File: src/rtl/stc_pkg.sv
// Shared types and constants for the sparse tensor core A-operand feed.
package stc_pkg;
    localparam int SKID_DEPTH = 2;
    localparam int CNT_W = $clog2(SKID_DEPTH + 1);

    typedef enum logic [1:0] {
        ST_IDLE,
        ST_RUN,
        ST_DRAIN,
        ST_DONE
    } st_e;

    function automatic int unsigned beat_cnt(
        input int unsigned len,
        input int unsigned npe
    );
        return (len + npe - 1) / npe;
    endfunction
endpackage

File: src/rtl/stc_a_dn_ctrl_if.sv
// Command, A-buffer read and DN beat signals of stc_a_dn_ctrl.
interface stc_a_dn_ctrl_if #(
    parameter int DW_DATA = 16,
    parameter int N_PE    = 4,
    parameter int AW      = 8
) ();
    logic                      cmd_valid;
    logic                      cmd_ready;
    logic [AW-1:0]             cmd_base;
    logic [AW:0]               cmd_len;
    logic                      buf_rd_en;
    logic [AW-1:0]             buf_rd_addr;
    logic [N_PE*DW_DATA-1:0]   buf_rd_data;
    logic                      dn_valid;
    logic                      dn_ready;
    logic [N_PE*DW_DATA-1:0]   dn_a;
    logic [N_PE-1:0]           dn_mask;
    logic                      dn_last;
    logic                      done;

    modport master (
        input  cmd_valid, cmd_base, cmd_len, buf_rd_data, dn_ready,
        output cmd_ready, buf_rd_en, buf_rd_addr,
        output dn_valid, dn_a, dn_mask, dn_last, done
    );

    modport slave (
        output cmd_valid, cmd_base, cmd_len, buf_rd_data, dn_ready,
        input  cmd_ready, buf_rd_en, buf_rd_addr,
        input  dn_valid, dn_a, dn_mask, dn_last, done
    );
endinterface

File: src/rtl/stc_skid_fifo.sv
// Two-entry skid FIFO holding {last, mask, data} beats; empty head reads as zero.
module stc_skid_fifo
    import stc_pkg::*;
#(
    parameter int W = 8
) (
    input  logic             clk,
    input  logic             reset,
    input  logic             push,
    input  logic [W-1:0]     din,
    output logic             out_valid,
    input  logic             out_ready,
    output logic [W-1:0]     dout,
    output logic [CNT_W-1:0] count
);
    logic [W-1:0] mem [SKID_DEPTH];
    logic         wr_ptr;
    logic         rd_ptr;
    logic         pop;
    logic         wr;

    assign out_valid = count != '0;
    assign pop       = out_valid && out_ready;
    assign wr        = push && (count != CNT_W'(SKID_DEPTH) || pop);
    assign dout      = out_valid ? mem[rd_ptr] : '0;

    always_ff @(posedge clk) begin
        if (wr) mem[wr_ptr] <= din;
    end

    always_ff @(posedge clk) begin
        if (!reset) begin
            wr_ptr <= 1'b0;
            rd_ptr <= 1'b0;
            count  <= '0;
        end else begin
            if (wr) wr_ptr <= !wr_ptr;
            if (pop) rd_ptr <= !rd_ptr;
            if (wr && !pop) count <= count + 1'b1;
            else if (pop && !wr) count <= count - 1'b1;
        end
    end
endmodule

File: src/rtl/stc_a_dn_ctrl.sv
// A-operand DN beat scheduler: buffer reads -> skid FIFO -> masked beats.
// Optional stall counter enabled by STC_A_DN_CTRL_PERF_EN.
module stc_a_dn_ctrl
    import stc_pkg::*;
#(
    parameter int N       = 16,
    parameter int DW_DATA = 16,
    parameter int N_PE    = 4,
    parameter int AW      = 8
) (
    input  logic           clk,
    input  logic           reset,
    stc_a_dn_ctrl_if.master bus
`ifdef STC_A_DN_CTRL_PERF_EN
    ,
    output logic [31:0]    perf_stall_cnt
`endif
);
    localparam int DWB = N_PE * DW_DATA;
    localparam int PW  = 1 + N_PE + DWB;

    if (N < 1 || N_PE < 1 || DW_DATA < 1) begin : g_param_chk
        $error("stc_a_dn_ctrl: invalid parameters");
    end

    st_e              st;
    st_e              st_nx;
    logic [AW-1:0]    addr;
    logic [AW:0]      reads_left;
    logic [N_PE-1:0]  last_mask;
    logic [N_PE-1:0]  cmd_mask;
    int               cmd_rem;
    logic             infl;
    logic             infl_last;
    logic [N_PE-1:0]  infl_mask;
    logic [CNT_W-1:0] fcnt;
    logic [2:0]       occ_nx;
    logic             fvalid;
    logic [PW-1:0]    fdin;
    logic [PW-1:0]    fdout;
    logic [DWB-1:0]   rd_masked;
    logic             hs_cmd;
    logic             hs_dn;
    logic             rd;
    logic             rd_last;

    assign hs_cmd  = bus.cmd_valid && bus.cmd_ready;
    assign hs_dn   = fvalid && bus.dn_ready;
    assign rd_last = reads_left == (AW+1)'(1);

    // Credit the beat leaving this cycle so a ready sink sees no bubbles.
    assign occ_nx = 3'(fcnt) + 3'(infl) - 3'(hs_dn);

    always_comb begin
        cmd_rem = int'(bus.cmd_len) % N_PE;
        for (int i = 0; i < N_PE; i++) begin
            cmd_mask[i] = (cmd_rem == 0) || (i < cmd_rem);
        end
    end

    always_ff @(posedge clk) begin
        if (!reset) st <= ST_IDLE;
        else        st <= st_nx;
    end

    always_comb begin
        st_nx         = st;
        bus.cmd_ready = 1'b0;
        bus.done      = 1'b0;
        rd            = 1'b0;
        unique case (st)
            ST_IDLE: begin
                bus.cmd_ready = 1'b1;
                if (bus.cmd_valid) begin
                    st_nx = (bus.cmd_len == '0) ? ST_DONE : ST_RUN;
                end
            end
            ST_RUN: begin
                rd = (reads_left != '0) && (occ_nx < 3'(SKID_DEPTH));
                if (rd && rd_last) st_nx = ST_DRAIN;
            end
            ST_DRAIN: begin
                if (hs_dn && fdout[PW-1]) st_nx = ST_DONE;
            end
            ST_DONE: begin
                bus.done = 1'b1;
                st_nx    = ST_IDLE;
            end
            default: st_nx = ST_IDLE;
        endcase
    end

    assign bus.buf_rd_en   = rd;
    assign bus.buf_rd_addr = addr;

    always_ff @(posedge clk) begin
        if (!reset) begin
            addr       <= '0;
            reads_left <= '0;
            last_mask  <= '0;
            infl       <= 1'b0;
            infl_last  <= 1'b0;
            infl_mask  <= '0;
        end else begin
            infl      <= rd;
            infl_last <= rd && rd_last;
            infl_mask <= (rd && rd_last) ? last_mask : '1;
            if (hs_cmd) begin
                addr       <= bus.cmd_base;
                reads_left <= (AW+1)'(beat_cnt(int'(bus.cmd_len), N_PE));
                last_mask  <= cmd_mask;
            end else if (rd) begin
                addr       <= addr + 1'b1;
                reads_left <= reads_left - 1'b1;
            end
        end
    end

    always_comb begin
        for (int i = 0; i < N_PE; i++) begin
            rd_masked[i*DW_DATA +: DW_DATA] = infl_mask[i]
                ? bus.buf_rd_data[i*DW_DATA +: DW_DATA] : '0;
        end
    end

    assign fdin = {infl_last, infl_mask, rd_masked};

    stc_skid_fifo #(.W(PW)) u_fifo (
        .clk       (clk),
        .reset     (reset),
        .push      (infl),
        .din       (fdin),
        .out_valid (fvalid),
        .out_ready (bus.dn_ready),
        .dout      (fdout),
        .count     (fcnt)
    );

    assign bus.dn_valid = fvalid;
    assign bus.dn_last  = fdout[PW-1];
    assign bus.dn_mask  = fdout[DWB +: N_PE];
    assign bus.dn_a     = fdout[DWB-1:0];

`ifdef STC_A_DN_CTRL_PERF_EN
    always_ff @(posedge clk) begin
        if (!reset || hs_cmd) begin
            perf_stall_cnt <= '0;
        end else if (fvalid && !bus.dn_ready && perf_stall_cnt != '1) begin
            perf_stall_cnt <= perf_stall_cnt + 1'b1;
        end
    end
`endif
endmodule

File: src/flat_wrapper.sv
// flat-port wrapper written by rule: the top's interface ports become plain ports
module stc_a_dn_ctrl_flat import stc_pkg::*;
#(
    parameter int N       = 16,
    parameter int DW_DATA = 16,
    parameter int N_PE    = 4,
    parameter int AW      = 8
)
  (clk, reset, bus_cmd_valid, bus_cmd_base, bus_cmd_len, bus_buf_rd_data, bus_dn_ready, bus_cmd_ready, bus_buf_rd_en, bus_buf_rd_addr, bus_dn_valid, bus_dn_a, bus_dn_mask, bus_dn_last, bus_done);
  stc_a_dn_ctrl_if #(.DW_DATA(DW_DATA), .N_PE(N_PE), .AW(AW)) bus_i ();
  input  logic clk;
  input  logic reset;
  input wire logic [$bits(bus_i.cmd_valid)-1:0] bus_cmd_valid;
  input wire logic [$bits(bus_i.cmd_base)-1:0] bus_cmd_base;
  input wire logic [$bits(bus_i.cmd_len)-1:0] bus_cmd_len;
  input wire logic [$bits(bus_i.buf_rd_data)-1:0] bus_buf_rd_data;
  input wire logic [$bits(bus_i.dn_ready)-1:0] bus_dn_ready;
  output wire logic [$bits(bus_i.cmd_ready)-1:0] bus_cmd_ready;
  output wire logic [$bits(bus_i.buf_rd_en)-1:0] bus_buf_rd_en;
  output wire logic [$bits(bus_i.buf_rd_addr)-1:0] bus_buf_rd_addr;
  output wire logic [$bits(bus_i.dn_valid)-1:0] bus_dn_valid;
  output wire logic [$bits(bus_i.dn_a)-1:0] bus_dn_a;
  output wire logic [$bits(bus_i.dn_mask)-1:0] bus_dn_mask;
  output wire logic [$bits(bus_i.dn_last)-1:0] bus_dn_last;
  output wire logic [$bits(bus_i.done)-1:0] bus_done;
  assign bus_i.cmd_valid = bus_cmd_valid;
  assign bus_i.cmd_base = bus_cmd_base;
  assign bus_i.cmd_len = bus_cmd_len;
  assign bus_i.buf_rd_data = bus_buf_rd_data;
  assign bus_i.dn_ready = bus_dn_ready;
  assign bus_cmd_ready = bus_i.cmd_ready;
  assign bus_buf_rd_en = bus_i.buf_rd_en;
  assign bus_buf_rd_addr = bus_i.buf_rd_addr;
  assign bus_dn_valid = bus_i.dn_valid;
  assign bus_dn_a = bus_i.dn_a;
  assign bus_dn_mask = bus_i.dn_mask;
  assign bus_dn_last = bus_i.dn_last;
  assign bus_done = bus_i.done;
  stc_a_dn_ctrl #(.N(N), .DW_DATA(DW_DATA), .N_PE(N_PE), .AW(AW)) u_core (.clk(clk), .reset(reset), .bus(bus_i));
endmodule
File: config.mk
export PLATFORM = sky130hd
export DESIGN_NAME = stc_a_dn_ctrl_flat
export DESIGN_NICKNAME = d
export VERILOG_FILES = /design/src/rtl/stc_pkg.sv /design/src/rtl/stc_a_dn_ctrl_if.sv /design/src/rtl/stc_skid_fifo.sv /design/src/rtl/stc_a_dn_ctrl.sv /design/src/flat_wrapper.sv
export SDC_FILE = /design/constraint.sdc
export NUM_CORES = 1
export LEC_CHECK = 0
export ABC_AREA = 1
export BUFFER_PORTS_ARGS = -buffer_cell sky130_fd_sc_hd__buf_2
export CAP_MARGIN = 20
export CELL_PAD_IN_SITES_DETAIL_PLACEMENT = 2
export CELL_PAD_IN_SITES_GLOBAL_PLACEMENT = 2
export CORE_MARGIN = 2
export CORE_UTILIZATION = 31
export CTS_BUF_LIST = sky130_fd_sc_hd__clkbuf_2 sky130_fd_sc_hd__clkbuf_4 sky130_fd_sc_hd__clkbuf_8
export DETAILED_ROUTE_END_ITERATION = 10
export GPL_TIMING_DRIVEN = 0
export PLACE_DENSITY = 0.76
export SYNTH_ARGS = -nofsm -noshare
export SYNTH_HDL_FRONTEND = slang
export SYNTH_SLANG_ARGS = --single-unit
File: constraint.sdc
create_clock -name clk -period 4.33 [get_ports clk]
set_input_delay 0.866 -clock clk [delete_from_list [all_inputs] [get_ports clk]]
set_output_delay 0.866 -clock clk [all_outputs]
set_load 0.01 [all_outputs]
**Word-level counts from Yosys, hierarchy flattened**

Memory sizes are Yosys's and may differ from the RTL's. A register that Yosys moved wholly into a read port is not among the register bits.
Cells that the tools add are included.

- Bits of input ports: 85
- Register bits: 33
- Memories: 1
- Memory bits (writable): 138
- Word-level logic and storage cells: 82

Memories:

| memory | depth | bits a word | read ports | clocked after memory_dff | wr ports | RTL line | RTL |
|---|---|---|---|---|---|---|---|
| u_core.u_fifo.mem | 2 | 69 | 1 | 1 | 1 | stc_skid_fifo.sv:16 | `logic [W-1:0] mem [SKID_DEPTH];` |

- $lt $le $gt $ge: 5
- Reduce and logical (&&, ||, !) cells: 26
- Muxes and demuxes: 24
- Equality and inequality tests: 8
- $add $sub $neg: 8

Operators with widths:

| cell | number |
|---|---|
| 69-bit two-way mux | 1 |
| 16-bit two-way mux | 4 |
| 32-bit logical NOT | 1 |
| 9-bit two-way mux | 2 |
| 8-bit two-way mux | 2 |
| 2-bit two-way mux | 6 |
| 11-bit by 1-bit subtractor with 11-bit output (second input constant) | 1 |
| 9-bit by 3-bit adder with 10-bit output (second input constant) | 1 |
| 9-bit by 1-bit == test with 1-bit output (second input constant) | 1 |
| 1-bit logical AND | 9 |
| 9-bit logical NOT | 1 |
| 9-bit nonzero test | 1 |
| 9-bit by 1-bit subtractor with 9-bit output (second input constant) | 1 |
| 8-bit by 1-bit adder with 8-bit output (second input constant) | 1 |
| 2-bit one-hot mux with 4 select lines | 1 |
| 1-bit two-way mux | 7 |
| 2-bit nonzero test | 3 |
| 1-bit logical OR | 5 |
| 2-bit == test (second input constant) | 2 |
| 1-bit logical NOT | 4 |
| 1-bit by 2-bit less-than comparator with 1-bit output (first input constant) | 2 |
| 2-bit less-than comparator (first input constant) | 2 |
| 4-bit two-way mux | 1 |
| 2-bit by 1-bit inequality test with 1-bit output (second input constant) | 2 |
| other kinds (9) | 10 |

**Logic depth before layout (Yosys ltp)**

Gate-level depths: netlist (run 1).

- Word-level depth: 8
- Mapped depth: 17

**Modules after synthesis**

A second synthesis (run 1) with hierarchy kept.

- Cell total of the unflattened synthesis: 848
- Area, all modules: 7947.6 um2

By module, submodules not included:

| module | cells each | instances | area each (um2) |
|---|---|---|---|
| stc_skid_fifo | 407 | 1 | 5475.3 |
| stc_a_dn_ctrl | 441 | 1 | 2472.4 |

**Worst setup path before layout (run 1)**

OpenSTA, ideal clock, no wires.

- Kind: input -> register
- From: input bus_dn_ready
- To: memory u_core.u_fifo.mem[1][0] in the netlist's numbering (enable)
- Path slack: -127 ps
- Arrival: 3959 ps
- Required time: 3832 ps
- Path buffers: 0
- Stages on the path: 4
- Library setup time: 498 ps
- Cells stage by stage: inv_1 nand3_1 nand2_1 nor2_1

- Cells in the longest elaborated chain, start to end: 5

RTL lines:

| item | RTL line | RTL |
|---|---|---|
| start: declaration | flat_wrapper.sv:17 | `input wire logic [$bits(bus_i.dn_ready)-1:0] bus_dn_ready;` |
| 1-bit logical AND | stc_skid_fifo.sv:23 | `assign pop = out_valid && out_ready;` |
| 1-bit logical OR | stc_skid_fifo.sv:24 | `assign wr = push && (count != CNT_W'(SKID_DEPTH) \|\| pop);` |
| 1-bit logical AND | stc_skid_fifo.sv:24 |  |
| 1-bit two-way mux | stc_skid_fifo.sv:28 | `if (wr) mem[wr_ptr] <= din;` |
| 1-bit two-way mux (implied by the code) | stc_skid_fifo.sv:28 |  |
| end: declaration | stc_skid_fifo.sv:16 |  |

No other way between the ends.

**Worst setup path after layout (run 1)**

- From: register u_core.u_fifo.count[0]
- To: output bus_buf_rd_en

- Cells in the longest elaborated chain, start to end: 6

RTL lines:

| item | RTL line | RTL |
|---|---|---|
| start: declaration | stc_skid_fifo.sv:14 | `output logic [CNT_W-1:0] count` |
| start signal: assignment | stc_skid_fifo.sv:39 | `if (wr && !pop) count <= count + 1'b1;` |
| start signal: assignment | stc_skid_fifo.sv:40 | `else if (pop && !wr) count <= count - 1'b1;` |
| parallel branches: the longest is 2 deep, another holds 2-bit by 1-bit adder with 3-bit output | -- |  |
| 3-bit by 1-bit subtractor with 3-bit output * | stc_a_dn_ctrl.sv:52 | `assign occ_nx = 3'(fcnt) + 3'(infl) - 3'(hs_dn);` |
| 3-bit by 2-bit less-than comparator with 1-bit output * | stc_a_dn_ctrl.sv:79 | `rd = (reads_left != '0) && (occ_nx < 3'(SKID_DEPTH));` |
| 1-bit logical AND * | stc_a_dn_ctrl.sv:79 |  |
| 1-bit two-way mux * | stc_a_dn_ctrl.sv:71 | `unique case (st)` |
| end: declaration | flat_wrapper.sv:19 | `output wire logic [$bits(bus_i.buf_rd_en)-1:0] bus_buf_rd_en;` |

Every way passes the cells marked *.

==> impl_metrics.json, run 1 <==
{
  "status": "complete, no violations",
  "rsz0062_at_grt": "no",
  "clockRootBuffer": "clkbuf_8",
  "layout_setup_ws_ns": 0.298,
  "vdd_ir_drop_max_uv": 217,
  "worstPathArrival_ns": 3.17,
  "syn_area_per_cell_um2": 9.43,
  "cap_violations": 0,
  "maxSlewViolCount": 0,
  "grt_pass1_wl_um": 37200,
  "drt-pass1-iter-count": 4,
  "dieArea_um2": 27000,
  "gr-total-overflow": 0,
  "hold_start": "u_core.infl_last",
  "power.density_nw_per_um2": 558,
  "stdcell_area_um2": 9710,
  "cts_buffers": 17,
  "post_cts_buffers": 0,
  "slew_headroom": 0.566,
  "hold_viol": 0,
  "rows": 58,
  "area_growth_pct": 21.7,
  "ys_warn_count": 0,
  "ant_nets": 0,
  "clock_skew_ns": 0.0202,
  "grt_max_degree": 30,
  "fin_crit_sh": 0.931,
  "via_count": 6425,
  "critPathMaxStageDelay_ns": 0.49,
  "clk_path_buf_depth": 2,
  "drc": 0,
  "path_cells": "inv_1, nand2_1, inv_2, nor2_2, inv_1, nor2_1, o21ai_0, fa_1, o21ai_1, a21oi_2, nand3_4, inv_1, buf_2",
  "io_pins": 166,
  "finalWeightedCongestion": 0.774,
  "r2r_start": "u_core.u_fifo.count[0]",
  "cp_max_fo": 9,
  "clk_latency_ns": 0.47,
  "dpl.hpwl_um": 17900,
  "finalWirelength_um": 24000,
  "die_w_um": 164,
  "cpMaxStageDelayCell": "fa_1",
  "worstPathRequired_ns": 3.46,
  "grt_pass1_vias": 7018,
  "min_path_type": "reg2reg",
  "finalSetupViolations": 0,
  "groute.usage.overall": 0.181,
  "io_buffers": 165,
  "tightest_slew_ns": 0.651,
  "use_met2": 0.330,
  "grt_util_met1": 0.218,
  "layout_commonest_cell": "nand2_1",
  "htree_levels": 4,
  "syn_nets": 945,
  "whs_ns": 0.460,
  "ys_ff_latch": 172,
  "netlist_area_um2": 7980,
  "cts.sinks": 172,
  "grt_use_met3": 0.0417,
  "worstSetupPathType": "reg2out",
  "drive_gt1_frac": 0.247,
  "synth_cell_types": 40,
  "antenna_found_initial": 4,
  "pre_cts_slack_ns": 0.362,
  "fillCellCount": 2900,
  "crit_family": "simple AND/OR/NAND/NOR gates",
  "critical_path.most_common_cell": "inv_1",
  "start_util": 0.316,
  "busiest_layer": "met2",
  "wl_per_cell_um": 17.4,
  "tns_ns": 0,
  "ys_seq_area_frac": 0.605,
  "crit_path_start": "u_core.u_fifo.count[0]",
  "cts_tree": "yes",
  "p_leak_nw": 4.43,
  "crit_path_start_kind": "flip-flop",
  "most-common-layout-cells": "nand2_1 (267), buf_2 (173), edfxtp_1 (138)",
  "path_clk_slew_ns": 0.11,
  "crit_buf_inv": 5,
  "fmax_ghz": 0.248,
  "dpl_cell_area_um2": 9310,
  "netlist_instances": 846,
  "viasPerCell": 4.66,
  "core_um2": 25300,
  "drtIter0Drc": 272,
  "min_period_ns": 4.03,
  "die_h_um": 164,
  "finish.utilization": 0.384,
  "nNetsFinal": 1133,
  "cp-end-kind": "primary output"
}
-- cells by family after synthesis --
kind of cell | after synthesis | synth area share
simple gates | 368 | 0.200
fa+ha+maj | 14 | 0.0229
buf+inv | 148 | 0.0736
xor+xnor | 4 | 0.00439
compound gates | 140 | 0.0943
flops | 172 | 0.605
-- cells in the mapped netlist (all sizes together) --
library cell    n  area share
xor2            3      0.0033
ha             13       0.020
nand3b          2      0.0019
o22ai           1     0.00078
a22oi           1      0.0016
inv           110       0.052
a21oi          95       0.061
or2             3      0.0024
nor2           51       0.032
o211ai          1     0.00094
nand2         276        0.14
fa              1      0.0025
nand3          29       0.022
nor3            3      0.0019
edfxtp        138        0.52
o21a            2      0.0019
xnor2           1      0.0011
o21ai          38       0.026
o21bai          1     0.00094
clkbuf         27       0.013
o31ai           1     0.00094
clkinv          2      0.0016
nand4           4      0.0050
buf             9      0.0075
dfxtp          34       0.085
-- final cells by class --
class / instances / area, um2 / share of cell area
antenna: 3 / 7.51 / 0.000773
buffer: 36 / 161 / 0.0166
clock buffer: 18 / 241 / 0.0249
clock inverter: 14 / 144 / 0.0148
inverter: 112 / 425 / 0.0438
multi-input combinational: 526 / 2580 / 0.266
sequential: 172 / 4830 / 0.497
tap: 330 / 413 / 0.0425
timing repair buffer: 169 / 906 / 0.0933
-- power by group --
group | total [W] | internal, W | switching [W]
Combinational | 0.00215 | 0.000710 | 0.00144
Sequential | 0.00216 | 0.00202 | 0.000133
Clock | 0.00111 | 0.000439 | 0.000670
Total | 0.00541 | 0.00317 | 0.00224
-- flip-flops by register name, indices dropped and copies added (netlist names), 2 cells and up, named ones only --
name and flops:
u_core.infl_mask 4, u_core.u_fifo.mem 138, u_core.reads_left 9, u_core.st 2, u_core.u_fifo.count 2, u_core.bus.buf_rd_addr 8, u_core.last_mask 4
-- repair_timing --
item	in CTS	in global routing
resized for setup	1	1
hold buffers	0	0
cloned	0	0
pin swaps	0	0
setup endpoints to repair	1	1
-- worst paths after layout --
kind,end,slack (ns),cells after the start
setup reg to reg,u_core.infl_mask[3],1.26,15
hold / removal,u_core.u_fifo.mem[1][68],0.46,0
setup / recovery,bus_buf_rd_en,0.30,13
hold reg to reg,u_core.u_fifo.mem[1][68],0.46,0
-- metal layers --
metal | part of all wire | vias up
met5 | 0.00029 | -
met4 | 0.0092 | 2
met3 | 0.047 | 20
met2 | 0.51 | 126
met1 | 0.43 | 3150
li1 | - | 3127
-- per-stage QoR --
step                instances  total power (W)
finish                   1380          0.00541
global route             1378          0.00581
CTS                      1377          0.00551
detailed placement       1345          0.00438
global placement         1341          0.00428
floorplan                 846          0.00352
(Power assumes the default switching activity.)
==> run 2: changes to the inputs <==
- clock period: 4.33 -> 3.6 ns (I/O delays scaled with it)
==> run 2 against run 1 <==
Register-to-register slack lost 0.39 ns. Setup slack worse by 0.11 ns. Global-route usage about the same. Cell area up 0.55%. Count of clock-buffer cells in the layout stayed put. Largest power group is now combinational cells.
==> impl_metrics.json, run 2 (same netlist as run 1, synthesis figures left out) <==
{
  "ant_nets": 0,
  "clk_path_buf_depth": 2,
  "layout_commonest_cell": "nand2_1",
  "antenna_found_initial": 4,
  "cts.sinks": 172,
  "dieArea_um2": 27000,
  "top_register": "u_core.u_fifo.mem",
  "rows": 58,
  "r2r_cells": 17,
  "slew_headroom": 0.565,
  "path_cells": "inv_1, nand2_2, inv_4, nor2_4, inv_2, nor2_2, o21ai_0, fa_1, o21ai_1, a21oi_2, nand3_4, inv_2, buf_2",
  "tightest_slew_ns": 0.652,
  "worstPathRequired_ns": 2.88,
  "clk_latency_ns": 0.46,
  "clock_skew_ns": 0.0200,
  "grt_pass1_wl_um": 37300,
  "finalSetupViolations": 0,
  "finalWeightedCongestion": 0.774,
  "maxSlewViolCount": 0,
  "grt_max_degree": 30,
  "groute.usage.overall": 0.182,
  "drt-pass1-iter-count": 4,
  "finalWirelength_um": 24100,
  "drive_gt1_frac": 0.256,
  "fin_crit_sh": 0.948,
  "power.density_nw_per_um2": 676,
  "finish.utilization": 0.387,
  "cp_max_fo": 6,
  "start_util": 0.316,
  "viasPerCell": 4.65,
  "cpMaxStageDelayCell": "fa_1",
  "cts_tree": "yes",
  "drtIter0Drc": 276,
  "crit_path_start_kind": "flip-flop",
  "critPathMaxStageDelay_ns": 0.49,
  "worstPathArrival_ns": 2.69,
  "die_h_um": 164,
  "power_w": 0.00660,
  "wl_per_cell_um": 17.4,
  "fmax_ghz": 0.293,
  "whs_ns": 0.459,
  "cts_buffers": 17,
  "status": "complete, no violations",
  "area_growth_pct": 22.4,
  "holdPathStages": 0,
  "clockRootBuffer": "clkbuf_8",
  "worstSetupPathType": "reg2out",
  "largest_reg_flops": 138,
  "nNetsFinal": 1138,
  "via_count": 6439,
  "tns_ns": 0,
  "vdd_ir_drop_max_uv": 249,
  "min_path_type": "reg2reg",
  "grt_pass1_vias": 7014,
  "p_leak_nw": 4.45,
  "critical_path.most_common_cell": "inv_2",
  "min_period_ns": 3.41,
  "die_w_um": 164,
  "io_pins": 166,
  "cap_violations": 0,
  "io_buffers": 165,
  "core_um2": 25300,
  "most-common-layout-cells": "nand2_1 (266), buf_2 (173), edfxtp_1 (138)",
  "drc": 0,
  "hold_viol": 0,
  "htree_levels": 4,
  "gr-total-overflow": 0,
  "dpl.hpwl_um": 17900,
  "path_clk_slew_ns": 0.11,
  "cp-end-kind": "primary output"
}
-- run 2: stage by stage --
step | std cells | setup slack [ns] | instance area [um2]
6_report | 1385 | 0.188 | 9760
5_1_grt | 1383 | -0.0259 | 9760
4_1_cts | 1379 | 0.0101 | 9720
3_5_place_dp | 1345 | -0.0755 | 9310
3_3_place_gp | 1341 | -0.890 | 9220
2_1_floorplan | 846 | 0.442 | 7980
-- run 2: report_power, final --
part / total (W) / switching (W) / internal, W
clock: 0.00133 / 0.000801 / 0.000528
combinational: 0.00267 / 0.00176 / 0.000915
sequential: 0.00260 / 0.000160 / 0.00244
total: 0.00660 / 0.00272 / 0.00388
-- run 2: per-layer routing --
layer / track usage / up-vias / routed length, um
met5: 0 / - / 7
met3: 0.0417 / 18 / 1110
met4: 0.0399 / 2 / 205
met1: 0.218 / 3156 / 10300
li1: - / 3140 / -
met2: 0.331 / 123 / 12400
-- run 2: path summary, 6_finish.rpt --
check	from	slack [ns]	endpoint
worst min-delay path	u_core.infl_last	0.46	u_core.u_fifo.mem[1][68]
worst max register to register	u_core.u_fifo.count[1]	0.87	u_core.reads_left[5]
worst min register to register	u_core.infl_last	0.46	u_core.u_fifo.mem[1][68]
worst max-delay path	u_core.u_fifo.count[1]	0.19	bus_buf_rd_en
-- run 2: layout make-up --
type                            instances  area [um2]
Antenna cell                            3        7.51
Buffer                                 36         161
Clock buffer                           18         241
Clock inverter                         14         144
Fill cell                            2894       15500
Inverter                              112         428
Multi-Input combinational cell        526        2590
Sequential cell                       172        4830
Tap cell                              330         413
Timing Repair Buffer                  174         943
-- run 2: repair_timing --
action,CTS,global route
pin swaps,1,2
endpoints found under the setup margin,1,1
buffers inserted,2,3
resized for setup,5,5
hold buffers,0,0
-- run 2: critical path, delay by kind of cell (launching register included) --
kind / cells / cell delay (ns)
and+or+nand+nor: 4 / 0.51
adders and majority gates: 1 / 0.49
buffers and inverters: 5 / 0.47
DFF: 1 / 0.38
AOI/OAI and AO/OA: 3 / 0.38
